File: src/rtl/udiv_pkg.sv
// Shared types and helpers for the iterative restoring divider.
package udiv_pkg;

    localparam int unsigned UDIV_WIDTH = 64;
    localparam int unsigned UDIV_MAX_W = 128;

    typedef enum logic [2:0] {
        IDLE,
        LOAD,
        CALC,
        FIX,
        DONE
    } udiv_state_e;

    // Two's-complement magnitude; callers zero-extend in and truncate out,
    // which keeps the low bits exact for any width up to UDIV_MAX_W.
    function automatic logic [UDIV_MAX_W-1:0] abs_val(input logic [UDIV_MAX_W-1:0] value,
                                                      input logic                  neg);
        return neg ? (~value + UDIV_MAX_W'(1)) : value;
    endfunction

endpackage

File: src/rtl/udiv_step.sv
// One combinational restoring-division step: shift in a dividend bit, trial-subtract the divisor.
module udiv_step #(
    parameter int unsigned WIDTH = 64
) (
    input  logic [WIDTH-1:0] i_rem,
    input  logic             i_bit,
    input  logic [WIDTH-1:0] i_dvs,
    output logic [WIDTH-1:0] o_rem_c,
    output logic             o_q_bit_c
);

    // One extra bit so the shifted remainder never overflows the compare
    logic [WIDTH:0] w_shift;
    logic [WIDTH:0] w_dvs;
    logic           w_ge;

    assign w_shift   = {i_rem, i_bit};
    assign w_dvs     = {1'b0, i_dvs};
    assign w_ge      = (w_shift >= w_dvs);
    assign o_q_bit_c = w_ge;
    assign o_rem_c   = w_ge ? WIDTH'(w_shift - w_dvs) : WIDTH'(w_shift);

endmodule

File: src/rtl/udiv_iter.sv
// Iterative radix-2 restoring divider, signed/unsigned, one quotient bit per cycle.
module udiv_iter
    import udiv_pkg::*;
#(
    parameter  int unsigned WIDTH = UDIV_WIDTH,
    localparam int unsigned CNT_W = $clog2(WIDTH)
) (
    input  logic             clk_i,
    input  logic             reset_i,
    input  logic             stall_i,
    input  logic             sign_i,
    input  logic             start_i,
    input  logic [WIDTH-1:0] dividend_i,
    input  logic [WIDTH-1:0] divider_i,
    output logic [WIDTH-1:0] quotient_o,
    output logic [WIDTH-1:0] remainder_o,
    output logic             div_zero_o,
    output logic             busy_o,
    output logic             valid_o
);

    udiv_state_e      r_state;
    udiv_state_e      w_state_nxt;
    logic [CNT_W-1:0] r_cnt;
    logic [WIDTH-1:0] r_dvd;
    logic [WIDTH-1:0] r_dvs;
    logic [WIDTH-1:0] r_orig_dvd;
    logic [WIDTH-1:0] r_rem;
    logic [WIDTH-1:0] r_quo;
    logic             r_sign_q;
    logic             r_sign_r;
    logic             r_div_zero;
    logic [WIDTH-1:0] r_quotient;
    logic [WIDTH-1:0] r_remainder;
    logic             r_div_zero_o;
    logic             r_busy;
    logic             r_valid;

    logic             w_start_ok;
    logic             w_dvd_neg;
    logic             w_dvs_neg;
    logic             w_dvs_zero;
    logic [WIDTH-1:0] w_step_rem;
    logic             w_q_bit;

    assign w_start_ok = start_i && ((r_state == IDLE) || (r_state == DONE));
    assign w_dvd_neg  = sign_i & dividend_i[WIDTH-1];
    assign w_dvs_neg  = sign_i & divider_i[WIDTH-1];
    assign w_dvs_zero = (r_dvs == '0);

    udiv_step #(
        .WIDTH(WIDTH)
    ) u_step (
        .i_rem    (r_rem),
        .i_bit    (r_dvd[r_cnt]),
        .i_dvs    (r_dvs),
        .o_rem_c  (w_step_rem),
        .o_q_bit_c(w_q_bit)
    );

    // State register
    always_ff @(posedge clk_i or negedge reset_i) begin
        if (!reset_i) begin
            r_state <= IDLE;
        end else begin
            r_state <= w_state_nxt;
        end
    end

    // Next-state logic
    always_comb begin
        w_state_nxt = r_state;
        case (r_state)
            IDLE: if (w_start_ok) w_state_nxt = LOAD;
            LOAD: w_state_nxt = w_dvs_zero ? FIX : CALC;
            CALC: if (r_cnt == '0) w_state_nxt = FIX;
            FIX:  if (r_cnt == '0) w_state_nxt = DONE;
            DONE: w_state_nxt = w_start_ok ? LOAD : IDLE;
            default: w_state_nxt = IDLE;
        endcase
        if (stall_i) w_state_nxt = r_state;
    end

    // Datapath and registered outputs
    always_ff @(posedge clk_i or negedge reset_i) begin
        if (!reset_i) begin
            r_cnt        <= '0;
            r_dvd        <= '0;
            r_dvs        <= '0;
            r_orig_dvd   <= '0;
            r_rem        <= '0;
            r_quo        <= '0;
            r_sign_q     <= 1'b0;
            r_sign_r     <= 1'b0;
            r_div_zero   <= 1'b0;
            r_quotient   <= '0;
            r_remainder  <= '0;
            r_div_zero_o <= 1'b0;
            r_busy       <= 1'b0;
            r_valid      <= 1'b0;
        end else if (!stall_i) begin
            r_valid <= (w_state_nxt == DONE);
            r_busy  <= (w_state_nxt == LOAD) || (w_state_nxt == CALC) || (w_state_nxt == FIX);
            case (r_state)
                IDLE, DONE: begin
                    if (w_start_ok) begin
                        r_orig_dvd <= dividend_i;
                        r_dvd      <= WIDTH'(abs_val(UDIV_MAX_W'(dividend_i), w_dvd_neg));
                        r_dvs      <= WIDTH'(abs_val(UDIV_MAX_W'(divider_i), w_dvs_neg));
                        r_sign_q   <= w_dvd_neg ^ w_dvs_neg;
                        r_sign_r   <= w_dvd_neg;
                    end
                end
                LOAD: begin
                    r_rem <= '0;
                    r_quo <= '0;
                    // Zero divisor parks one extra cycle in FIX for a fixed fast-path latency
                    if (w_dvs_zero) begin
                        r_div_zero <= 1'b1;
                        r_cnt      <= CNT_W'(1);
                    end else begin
                        r_div_zero <= 1'b0;
                        r_cnt      <= CNT_W'(WIDTH - 1);
                    end
                end
                CALC: begin
                    r_rem <= w_step_rem;
                    r_quo <= {r_quo[WIDTH-2:0], w_q_bit};
                    if (r_cnt != '0) r_cnt <= r_cnt - CNT_W'(1);
                end
                FIX: begin
                    if (r_cnt != '0) begin
                        r_cnt <= r_cnt - CNT_W'(1);
                    end else if (r_div_zero) begin
                        r_quotient   <= '1;
                        r_remainder  <= r_orig_dvd;
                        r_div_zero_o <= 1'b1;
                    end else begin
                        r_quotient   <= WIDTH'(abs_val(UDIV_MAX_W'(r_quo), r_sign_q));
                        r_remainder  <= WIDTH'(abs_val(UDIV_MAX_W'(r_rem), r_sign_r));
                        r_div_zero_o <= 1'b0;
                    end
                end
                default: ;
            endcase
        end
    end

    assign quotient_o  = r_quotient;
    assign remainder_o = r_remainder;
    assign div_zero_o  = r_div_zero_o;
    assign busy_o      = r_busy;
    assign valid_o     = r_valid;

endmodule

File: config.mk
export PLATFORM = sky130hd
export DESIGN_NAME = udiv_iter
export DESIGN_NICKNAME = d
export VERILOG_FILES = /design/src/rtl/udiv_pkg.sv /design/src/rtl/udiv_step.sv /design/src/rtl/udiv_iter.sv
export SDC_FILE = /design/constraint.sdc
export NUM_CORES = 1
export LEC_CHECK = 0
export ABC_AREA = 1
export BUFFER_PORTS_ARGS = -buffer_cell sky130_fd_sc_hd__clkbuf_2
export CAP_MARGIN = 20
export CORE_MARGIN = 2
export CORE_UTILIZATION = 40
export CTS_CLUSTER_SIZE = 20
export DETAILED_ROUTE_END_ITERATION = 12
export PLACE_DENSITY = 0.6
export SYNTH_ARGS = -nofsm -noshare
export SYNTH_HDL_FRONTEND = slang
export SYNTH_HIERARCHICAL = 1
export SYNTH_SLANG_ARGS = --single-unit
File: constraint.sdc
create_clock -name clk_i -period 3.04 [get_ports clk_i]
set_input_delay 0.304 -clock clk_i [delete_from_list [all_inputs] [get_ports clk_i]]
set_output_delay 0.304 -clock clk_i [all_outputs]
set_load 0.01 [all_outputs]
* Yosys cells after proc, flatten, opt, wreduce, memory -nomap -nowiden
Index checks and enable logic that the tools add are counted.
Storage, ports and cells: register bits after elaboration 463, input port bits 133, output and inout bits 131, logic and storage cells 81
Cells by class: add/sub/neg operators 6, $lt $le $gt $ge 2, eq/ne operators 9, muxes and demuxes 23, bitwise operators 9, reduce and logical (&&, ||, !) cells 17
Operators by type and width (count):
- $mux 64 | 7
- $add 64x1->64 const B | 4
- $not 64->64 | 4
- $pmux 64 s2 | 2
- $ge 65x64->1 | 1
- $logic_not 64->1 | 1
- $sub 64x64->64 | 1
- $pmux 3 s5 | 1
- $eq 3x2->1 const B | 4
- $mux 3 | 4
- $mux 6 | 2
- $pmux 6 s2 | 1
- $reduce_and 3->1 | 3
- $lt 6x7->1 const B | 1
- $bmux 1 s6 | 1
- $eq 3x1->1 const B | 2
- $eq 3x3->1 const B | 2
- $logic_not 6->1 | 1
- $reduce_bool 6->1 | 1
- $sub 6x1->6 const B | 1
- $mux 1 | 5
- $reduce_and 2->1 | 2
- $reduce_bool 2->1 | 2
- $reduce_or 2->1 | 2
- 7 further kinds | 11

* Depth between registers and ports, before layout
word-level depth 9, mapped depth 28

* By module
Netlist, hierarchy kept.
By module, submodules not included:
- udiv_iter | instances 1, cells an instance 3940, area each 27042.2 µm², sequential area each 11561.1 µm²
- udiv_step | instances 1, cells an instance 1576, area each 7378.3 µm², sequential area each 0.0 µm²

* Worst setup path before layout
OpenSTA, ideal clock, no wires.
kind flip-flop to flip-flop, start register r_cnt[0], end register r_rem[62], setup time 0.131 ns, arrival time 3.070 ns, slack -0.161 ns, cell stages (with the launch flop) 27, period minus slack after synthesis 3.201 ns, cell sequence dfrtp_1 -> clkbuf_1 -> inv_1 -> buf_1 -> nor2_1 -> o22ai_1 -> nand2_1 -> nand4_1 -> nand3_1 -> nand2_1 -> inv_1 -> ha_1 -> fa_1 -> nor2_1 -> nand2_1 -> nand3_1 -> nand2_1 -> nand2_1 -> nand2_1 -> nand2_1 -> nand2_1 -> nand2_1 -> nand2_1 -> nand3_1 -> nand2_1 -> nand3_1 -> o21ai_0
On the way: cells in the longest elaborated chain, start to end 5
RTL lines:
- start: declaration | RTL line udiv_iter.sv:24 | logic [CNT_W-1:0] r_cnt;
- start signal: assignment | RTL line udiv_iter.sv:123 | r_cnt <= CNT_W'(WIDTH - 1);
- start signal: assignment | RTL line udiv_iter.sv:129 | if (r_cnt != '0) r_cnt <= r_cnt - CNT_W'(1);
- start signal: assignment | RTL line udiv_iter.sv:133 | r_cnt <= r_cnt - CNT_W'(1);
- $bmux 1 s6 * | RTL line udiv_iter.sv:55 | .i_bit (r_dvd[r_cnt]),
- $mux 1 (not written as such) * | RTL line udiv_iter.sv:55
- $sub 64x64->64 or $ge 65x64->1 (tied branches) | RTL line udiv_step.sv:21, udiv_step.sv:19
- $mux 64 * | RTL line udiv_step.sv:21 | assign o_rem_c = w_ge ? WIDTH'(w_shift - w_dvs) : WIDTH'(w_shift);
- named net w_step_rem[62] | RTL line udiv_iter.sv:43 | logic [WIDTH-1:0] w_step_rem;
- $pmux 64 s2 * | RTL line udiv_iter.sv:104 | case (r_state)
- end signal: assignment | RTL line udiv_iter.sv:127 | r_rem <= w_step_rem;
- end: declaration | RTL line udiv_iter.sv:28 | logic [WIDTH-1:0] r_rem;
The timed path passes the listed nets; every way through them passes the cells marked *. The select of a mux whose other input is x is not followed. A chain may end at the register's enable or synchronous reset.

* Final worst setup path
start register r_cnt[0], end register r_rem[52]
The elaborated chain is that of the path after synthesis.

==> results.json <==
{
  "status": "finished with violations",
  "violations": "setup timing",
  "final_util": 0.495,
  "path_class": "reg -> reg",
  "synthCells": 5516,
  "max-vdd-ir-drop_uv": 705,
  "gp_congestion": 1.01,
  "clock_sinks": 462,
  "fmax_mhz": 299,
  "rows": 107,
  "fp.dieW_um": 297,
  "cts-root-buf": "clkbuf_16",
  "initial_utilization": 0.404,
  "grt_max_degree": 119,
  "internal_power_w": 0.0239,
  "crit_family": "simple AND/OR/NAND/NOR gates",
  "synth_edf_count": 0,
  "drive_gt1_frac": 0.146,
  "clockBufferDepth": 3,
  "routedWlPerCell_um": 20.6,
  "antenna_cells": 0,
  "die_height_um": 297,
  "endpoint_kind": "flip-flop",
  "p_clk_frac": 0.134,
  "synthTopCellsByCount": "nand2_1 (1802), inv_1 (723), nor2_1 (719), nand3_1 (585), dfrtp_1 (462)",
  "drc_errors": 0,
  "critPathSlowestCell": "dfrtp_2",
  "fin_cells": 7145,
  "area_growth_pct": 22.7,
  "wl_um": 147000,
  "p_sw_w": 0.0278,
  "critical_path_arrival_ns": 3.84,
  "yosysWarningCount": 6,
  "ys_ff_latch": 462,
  "cts_tree": "built",
  "power_density_mw_per_mm2": 1220,
  "cts_buffers": 55,
  "rsz0062_at_grt": "true",
  "synth_seq_area_share": 0.336,
  "tns_ns": -12.93,
  "coreArea_mm2": 0.0853,
  "grt_overflow": 0,
  "critPathBufInv": 9,
  "ioPinCount": 264,
  "clk_latency_ns": 0.64,
  "die-area_mm2": 0.0884,
  "placement.io_buffers": 263,
  "ant_nets": 0,
  "fin_worst_skew_ns": 0.0379,
  "grt_pass1_wl_um": 222000,
  "crit_fanout": 8,
  "fin_crit_ns": 3.34,
  "layout.nets": 6159,
  "slew_violations": 0,
  "drv_cap": 0,
  "synth.most_common_cell": "nand2_1",
  "p_leak_nw": 22.0,
  "min_period_over_period": 1.10,
  "via_count": 38200,
  "grt_pass1_vias": 36200,
  "synth_area_per_cell_um2": 6.24,
  "pwr-share-seq": 0.202,
  "vias_per_cell": 5.35,
  "dpl.cell_count": 6942,
  "hpwl_um": 115000,
  "crit_required_ns": 3.54,
  "worst_pin_slew_ns": 0.767,
  "h-tree-depth": 2,
  "yosysTopAreaCell": "dfrtp_1",
  "syn-num-nets": 5720,
  "grt_usage": 0.326,
  "async_flop_share": 1.00,
  "finalSetupViolations": 65,
  "synth_top_area_share": 0.336,
  "antenna_found_initial": 1,
  "setup_ws_ns": -0.303,
  "hold_viol_final": 0,
  "maxSlewHeadroom": 0.483,
  "drtPass1Iterations": 7,
  "start_kind": "flip-flop",
  "drtIter0Drc": 3832,
  "clkSlewWorstSetupHoldPaths_ns": 0.07,
  "synth_flop_cell": "dfrtp_1",
  "netlist_area_mm2": 0.0344,
  "synth.distinct_cells": 54,
  "hp-class": "in -> reg",
  "yosys-top-cells-area": "dfrtp_1 (34%), nand2_1 (20%), nand3_1 (8.5%), inv_1 (7.9%), nor2_1 (7.8%)",
  "comb_power_share": 0.665,
  "swShare": 0.538,
  "cp_slowest_stage_delay_ns": 0.47
}
==> worst reg2reg max path, cell delays in order, from the launching register on <==
cell and delay, ns:
dfrtp_2 0.47, clkinv_4 0.10, buf_12 0.11, buf_16 0.11, nor2_2 0.03, o211ai_1 0.17, nand3_1 0.09, nand4_1 0.08
nand3_1 0.10, nand2_2 0.12, inv_2 0.07, ha_4 0.17, inv_2 0.06, buf_6 0.10, nand3_4 0.08, nand3_4 0.12
nand2_4 0.06, nand2_4 0.09, nand2_4 0.06, nand2_4 0.12, nand2_8 0.11, buf_12 0.18, buf_12 0.13, buf_16 0.14
nand3_1 0.09, nand2_1 0.08, nand3_1 0.09, o21ai_0 0.08
==> cell type report <==
cell class                      count  area, um2
Fill cell                        8958      43100
Inverter                          764       2880
Clock inverter                     22        263
Tap cell                         1144       1430
Sequential cell                   462      11600
Clock buffer                       81       1620
Timing Repair Buffer              555       4430
Multi-Input combinational cell   4117      20000
==> power by group through the flow <==
stage                     Clock, W  Combinational [W]  Sequential, W
final                      0.00691             0.0343         0.0104
after global routing       0.00726             0.0375         0.0106
after CTS                  0.00701             0.0326         0.0103
after detailed placement         0             0.0301         0.0104
after global placement           0             0.0300         0.0104
after floorplan                  0             0.0200        0.00942
==> state kept, by name (all words and copies together), names as in the netlist <==
signal and cells:
valid_o 1, r_dvs 64, r_rem 64, r_orig_dvd 63
busy_o 1, r_div_zero 1, quotient_o 64, r_dvd 64
r_quo 64, r_sign_q 1, div_zero_o 1, r_sign_r 1
remainder_o 64, r_cnt 6, r_state 3
==> cells by family (layout without fill, tap and decap cells) <==
| group | count (synthesis) | count (layout) | synth area share |
|---|---|---|---|
| flops | 462 | 462 | 0.336 |
| compound gates | 640 | 640 | 0.107 |
| fa+ha+maj | 71 | 71 | 0.0260 |
| buf+inv | 941 | 1422 | 0.107 |
| simple gates | 3320 | 3324 | 0.403 |
| xor+xnor | 82 | 82 | 0.0209 |
==> per-layer routing <==
| metal | part of all wire | up-vias | global-route usage |
|---|---|---|---|
| li1 | - | 18500 | - |
| met1 | 0.44 | 18000 | 0.453 |
| met2 | 0.45 | 1501 | 0.518 |
| met3 | 0.070 | 236 | 0.0413 |
| met4 | 0.040 | 2 | 0.119 |
| met5 | 0.000088 | - | 0 |
==> cells in the final DEF, fill, tap and decap left out, types with 9 or more instances in the layout <==
| cell | count |
|---|---|
| a31oi_1 | 15 |
| buf_12 | 35 |
| nand3_2 | 44 |
| nand2_4 | 9 |
| clkbuf_1 | 13 |
| nand3_1 | 521 |
| or2_2 | 24 |
| nand3_4 | 22 |
| dlygate4sd3_1 | 50 |
| buf_16 | 13 |
| nand4_1 | 52 |
| o211ai_1 | 29 |
| nor3_1 | 22 |
| a21oi_1 | 94 |
| o21a_1 | 10 |
| ha_1 | 69 |
| clkbuf_16 | 57 |
| dfrtp_1 | 459 |
| buf_6 | 15 |
| buf_4 | 176 |
| nand2_1 | 1762 |
| xor2_1 | 68 |
| o21ai_1 | 59 |
| a22oi_1 | 64 |
| nand2_2 | 71 |
| nor2_2 | 22 |
| nor2_4 | 17 |
| inv_2 | 38 |
| o21ai_0 | 254 |
| clkbuf_2 | 262 |
| o22ai_1 | 77 |
| clkinv_2 | 13 |
| nand3b_1 | 24 |
| clkbuf_8 | 12 |
| inv_1 | 718 |
| nor2_1 | 708 |
==> through the flow <==
stage / hold WS, ns / cell area (um2) / setup slack, ns / total power, W
floorplan: 0.00841 / 34400 / 0.00773 / 0.0294
global placement: 0.345 / 38100 / -0.725 / 0.0404
detailed placement: 0.341 / 38100 / -0.763 / 0.0405
CTS: 0.00209 / 41800 / -0.296 / 0.0500
global route: 0.0307 / 42200 / -0.472 / 0.0554
finish: 0.0173 / 42200 / -0.303 / 0.0516
==> final timing paths <==
path / from / end / slack [ns] / cells past startpoint
setup / recovery: r_cnt[0] / r_rem[52] / -0.30 / 27
hold / removal: dividend_i[18] / r_orig_dvd[18] / 0.02 / 3
setup reg to reg: r_cnt[0] / r_rem[52] / -0.30 / 27
hold reg to reg: r_orig_dvd[55] / r_orig_dvd[55] / 0.47 / 2
max in group asynchronous: reset_i / remainder_o[8] / 1.86 / 3
min in group asynchronous: reset_i / r_rem[58] / 0.27 / 2
==> repair_timing <==
action,4_1_cts,5_1_grt
hold buffers,50,0
resized for setup,136,137
pin swaps,31,40
setup buffers,27,9
endpoints found under the hold margin,105,0
setup endpoints to repair,65,65
cloned,19,1
No activity file was read; power rests on OpenSTA's default activity.
